<file path="src/rtl/sync_sub_recover.sv">
// Digit-serial subtractor recovering b = y - a from an adder's (DATA_WIDTH+1)-bit sum.
// The result comes out over a valid/ready pair; err marks a difference that does not fit in DATA_WIDTH bits.
module sync_sub_recover #(
  parameter int DATA_WIDTH  = 32,
  parameter int DIGIT_WIDTH = 8
) (
  input  logic                  clk,
  input  logic                  rst,
  input  logic                  in_valid,
  output logic                  in_ready,
  input  logic [DATA_WIDTH:0]   y,
  input  logic [DATA_WIDTH-1:0] a,
  output logic                  out_valid,
  input  logic                  out_ready,
  output logic [DATA_WIDTH-1:0] b,
  output logic                  err,
  output logic [1:0]            o_dbg_state
);

  localparam int NUM_DIGITS = DATA_WIDTH / DIGIT_WIDTH;
  localparam int CNT_W      = (NUM_DIGITS > 1) ? $clog2(NUM_DIGITS) : 1;
  localparam logic [CNT_W-1:0] LAST_CNT = CNT_W'(NUM_DIGITS - 1);

  if ((DIGIT_WIDTH <= 0) || ((DATA_WIDTH % DIGIT_WIDTH) != 0)) begin : g_bad_width
    $error("sync_sub_recover: DATA_WIDTH must be a multiple of DIGIT_WIDTH");
  end

  typedef enum logic [1:0] {
    S_IDLE = 2'd0,
    S_BUSY = 2'd1,
    S_DONE = 2'd2
  } state_t;

  // Handshake semantics: a transfer happens on a rising edge where valid and
  // ready are both high; valid holds its payload until that edge, and ready
  // is decoded only from registered state (never from valid).
  state_t                  r_state;
  state_t                  w_state_nxt;
  logic [CNT_W-1:0]        r_cnt;
  logic                    r_borrow;
  logic [DATA_WIDTH:0]     r_y;
  logic [DATA_WIDTH-1:0]   r_a;
  logic [DATA_WIDTH-1:0]   r_b;
  logic                    r_err;

  logic                    w_accept;
  logic                    w_last;
  logic [DIGIT_WIDTH-1:0]  w_y_dig;
  logic [DIGIT_WIDTH-1:0]  w_a_dig;
  logic [DIGIT_WIDTH:0]    w_diff;

  assign in_ready    = (r_state == S_IDLE) && !rst;
  assign out_valid   = (r_state == S_DONE);
  assign b           = r_b;
  assign err         = r_err;
  assign o_dbg_state = r_state;

  assign w_accept = in_valid && in_ready;
  assign w_last   = (r_cnt == LAST_CNT);
  assign w_y_dig  = r_y[int'(r_cnt) * DIGIT_WIDTH +: DIGIT_WIDTH];
  assign w_a_dig  = r_a[int'(r_cnt) * DIGIT_WIDTH +: DIGIT_WIDTH];
  // Top bit of the widened difference is the borrow out of this digit.
  assign w_diff   = {1'b0, w_y_dig} - {1'b0, w_a_dig} - {{DIGIT_WIDTH{1'b0}}, r_borrow};

  always_ff @(posedge clk or posedge rst) begin
    if (rst) begin
      r_state <= S_IDLE;
    end else begin
      r_state <= w_state_nxt;
    end
  end

  always_comb begin
    w_state_nxt = r_state;
    unique case (r_state)
      S_IDLE:  if (w_accept)  w_state_nxt = S_BUSY;
      S_BUSY:  if (w_last)    w_state_nxt = S_DONE;
      S_DONE:  if (out_ready) w_state_nxt = S_IDLE;
      default:                w_state_nxt = S_IDLE;
    endcase
  end

  always_ff @(posedge clk or posedge rst) begin
    if (rst) begin
      r_cnt    <= '0;
      r_borrow <= 1'b0;
      r_y      <= '0;
      r_a      <= '0;
      r_b      <= '0;
      r_err    <= 1'b0;
    end else if ((r_state == S_IDLE) && w_accept) begin
      r_y      <= y;
      r_a      <= a;
      r_cnt    <= '0;
      r_borrow <= 1'b0;
    end else if (r_state == S_BUSY) begin
      r_b[int'(r_cnt) * DIGIT_WIDTH +: DIGIT_WIDTH] <= w_diff[DIGIT_WIDTH-1:0];
      r_borrow <= w_diff[DIGIT_WIDTH];
      r_cnt    <= w_last ? '0 : r_cnt + 1'b1;
      // Out of range when the sum's carry bit and the final borrow disagree.
      if (w_last) r_err <= r_y[DATA_WIDTH] ^ w_diff[DIGIT_WIDTH];
    end
  end

endmodule

</file>
<file path="config.mk">
export PLATFORM = sky130hd
export DESIGN_NAME = sync_sub_recover
export DESIGN_NICKNAME = d
export VERILOG_FILES = /design/src/rtl/sync_sub_recover.sv
export SDC_FILE = /design/constraint.sdc
export NUM_CORES = 1
export LEC_CHECK = 0
export BUFFER_PORTS_ARGS = -buffer_cell sky130_fd_sc_hd__buf_4
export CAP_MARGIN = 30
export CORE_ASPECT_RATIO = 1.75
export CORE_MARGIN = 3
export CORE_UTILIZATION = 45
export DETAILED_ROUTE_END_ITERATION = 6
export MAX_ROUTING_LAYER = met4
export PLACE_DENSITY = 0.74
export SLEW_MARGIN = 20
export SYNTH_ARGS = -nofsm -noshare
export SYNTH_HDL_FRONTEND = slang
export SYNTH_SLANG_ARGS = --single-unit
export TNS_END_PERCENT = 1
</file>
<file path="constraint.sdc">
create_clock -name clk -period 6.68 [get_ports clk]
set_clock_uncertainty 0.15 [all_clocks]
set_input_delay 0.334 -clock clk [delete_from_list [all_inputs] [get_ports clk]]
set_output_delay 0.334 -clock clk [all_outputs]
set_load 0.05 [all_outputs]
</file>
==> results.yml <==
clocking:
  clock_path_buffers: 2
  post_cts_buffers: 0
  numClockSinks: 103
  clock_latency_at_the_later_pin_of_the_worst_skew_pair_ns: 0.35
  cts_made_buffers: 9
  root_buffer: "clkbuf_16"
  h-tree-depth: 3
  cts_tree: "built"
  cts.reportedPaths.clkPinSlew_ns: 0.07
routing:
  wl_on_met1_um: 3710
  drcViolationCount: 0
  vias: 3203
  ant_nets: 0
  detail_route.vias_per_cell: 5.34
  drt_wl_total_um: 10800
  first_iter_violations: 109
  detailedRoute.firstPassIterationCount: 4
  met3RoutedLength_um: 384
  highest-signal-layer: "met4"
  total_met2_wirelength_after_detailed_routing_um: 6290
  route.detailed.wl_per_inst_um: 17.9
synth:
  yosys_synthesis_warning_count: 0
  ys_ff_latch: 103
  postSynthCellCount: 363
  synth-edff-count: 0
  yosysSeqAreaShare_pct: 53.4
  yosys.cell_types.count: 39
  synthesized_area_divided_by_synthesized_cell_count_sq_um: 13.3
  synth-async-reset-ratio_pct: 100
  syn_nets: 452
  synthesis.area_sq_mm: 0.00482
  synthFlopType: "dfrtp_1"
timing:
  min_period_ns: 3.74
  grt_setup_unrepaired: "false"
  post-route-period-util_pct: 56.0
  clock.fmax_ghz: 0.267
  setup-tns-final_ns: 0
  timing.max_slew.rel_slack_pct: 40.0
  final_count_of_pins_violating_max_slew: 0
  setup_viol: 0
  final-hold-violation-count: 0
  timing_worst_slew_pin_value_ns: 0.900
floorplanning:
  floorplan.rows: 49
  start_util_pct: 46.6
  die_height_um: 143
  dieWidth_um: 84.3
  die-area_sq_mm: 0.0120
  floorplan.io_pins: 106
  fp.coreArea_sq_mm: 0.0104
cells_and_area:
  layout-area-overhead-vs-synth_pct: 25.4
  final_net_count: 557
  post_route_cells_drive_above_1_share_pct: 44.6
  num_antenna_cells: 0
setup_path:
  worst_path_max_delay_cell: "dfrtp_1"
  critPathMaxStageDelay_ns: 0.73
  setup.worst_path.end: "b[23]$_DFFE_PP0P_"
  timing.reg2reg.worst_path_depth: 8
  timing.setup.critical_path_class: "flop to flop"
  path_max_fanout: 15
  reg2reg_from: "r_cnt[0]$_DFFE_PP0P_"
  cells_along_the_critical_path: "buf_4, mux4_2, fa_1, ha_1, or4b_1, a21o_1, a311oi_2, o21ai_1"
  setup.worst_path.start_class: "flop"
  regToRegSetupSlack_ns: 2.94
  reg2reg_to: "b[23]$_DFFE_PP0P_"
  worstPathArrival_ns: 3.80
  setup.worst_path.end_class: "flop"
  worstSetupStartpoint: "r_cnt[0]$_DFFE_PP0P_"
  worst-endpoint-required_ns: 6.74
global_routing:
  grt_start_max_net_pins: 70
  gr-total-overflow: 0
  grt_antenna_before_repair: 0
  first_global_vias: 3427
  grt_first_pass_wirelength_um: 17500
  grt_use_total_pct: 19.6
job:
  max_cap_viol_count: 0
place:
  globalplace.congestion: 0.845
  io_buffers: 105
  place_hpwl_um: 8320
worst_hold_path:
  min-delay-path-class: "input pin to flop"
run_status:
  status: "completed"
## per-layer routing
metal  track usage, %  up-vias
met5                -        -
met4             9.58        0
met3             3.06       19
met2             36.6       82
met1             19.5     1599
li1                 -     1503
## worst min path at each step
stage / cells after the start / from / slack (ns) / to
finish: 2 / out_ready / 0.03 / o_dbg_state[1]$_DFFE_PP0P_
global route: 2 / out_ready / 0.03 / o_dbg_state[1]$_DFFE_PP0P_
floorplan: 1 / out_ready / 0.29 / o_dbg_state[1]$_DFFE_PP0P_
global placement: 2 / rst / 0.27 / b[9]$_DFFE_PP0P_
detailed placement: 2 / rst / 0.28 / b[29]$_DFFE_PP0P_
CTS: 2 / out_ready / 0.02 / o_dbg_state[1]$_DFFE_PP0P_
## kinds of logic after synthesis
logic type	Yosys count	synth area share (%)
flops	103	53.4
simple gates	58	5.58
xor+xnor	7	1.27
compound gates	53	7.86
fa+ha+maj	20	5.50
buf+inv	41	3.71
mux	81	22.6
## layout by cell type, fill, tap and decap left out, types with 2 or more instances in the layout
| cell type | count |
|---|---|
| buf_4 | 108 |
| dfrtp_1 | 103 |
| mux2_2 | 64 |
| nand2_1 | 30 |
| inv_1 | 25 |
| a22o_1 | 20 |
| ha_1 | 18 |
| mux4_2 | 16 |
| o21ai_0 | 13 |
| clkbuf_16 | 9 |
| nor2_1 | 7 |
| a21oi_1 | 6 |
| xnor2_1 | 5 |
| nor3_1 | 4 |
| o21ai_1 | 4 |
| nand2b_1 | 3 |
| a21o_1 | 3 |
| or2_2 | 3 |
| nand3b_1 | 2 |
| xor2_1 | 2 |
| nand3_1 | 2 |
| or3_1 | 2 |
| fa_1 | 2 |
| bufinv_16 | 2 |
## area by class of cell
type | instances | area, sq um
Timing Repair Buffer | 109 | 821
Fill cell | 851 | 4310
Inverter | 26 | 100
Clock buffer | 11 | 243
Sequential cell | 103 | 2580
Multi-Input combinational cell | 219 | 2070
Clock inverter | 5 | 81.3
Tap cell | 127 | 159
## worst max-delay path: cells and delay by family (launching register included)
kind,cells,cell delay (ns)
AOI/OAI and AO/OA,3,0.66
muxes,1,0.55
adders and majority gates,2,0.61
and+or+nand+nor,1,0.52
DFF,1,0.73
buffers and inverters,1,0.38
## metrics by stage
step | utilization (%) | std cells | cell area [sq um] | setup slack (ns) | hold slack, ns
final | 58.4 | 600 | 6050 | 2.94 | 0.0292
after global routing | 58.4 | 600 | 6050 | 2.69 | 0.0267
after CTS | 58.4 | 600 | 6050 | 2.91 | 0.0187
after detailed placement | 55.2 | 583 | 5720 | 2.93 | 0.280
after global placement | 55.2 | 583 | 5720 | 3.02 | 0.272
after floorplan | - | 363 | 4820 | 3.36 | 0.292
## flip-flops by register name, summed over array words and instances (netlist names)
| register | cells |
|---|---|
| r_borrow | 1 |
| r_a | 32 |
| r_cnt | 2 |
| r_y | 33 |
| b | 32 |
| o_dbg_state | 2 |
| err | 1 |
## Yosys cell counts (all sizes together), types with 3 or more instances
cell type | n | area, sq um
dfrtp | 103 | 2580
mux2 | 65 | 732
nand2 | 30 | 113
inv | 26 | 97.6
a22o | 20 | 175
ha | 18 | 225
o21ai | 17 | 85.1
mux4 | 16 | 360
buf | 12 | 70.1
nor2 | 7 | 26.3
a21oi | 6 | 30.0
xnor2 | 5 | 43.8
nor3 | 4 | 20.0
a21o | 3 | 22.5
clkbuf | 3 | 11.3
nand2b | 3 | 18.8
or2 | 3 | 18.8
## repair_timing
item	in CTS	in global routing
setup endpoints to repair	0	0
hold buffers	1	0
endpoints found under the hold margin	43	0
resized for setup	0	0
Power is not shown: default switching activity piles up to over one toggle a cycle in this logic, so the estimate is an artifact.
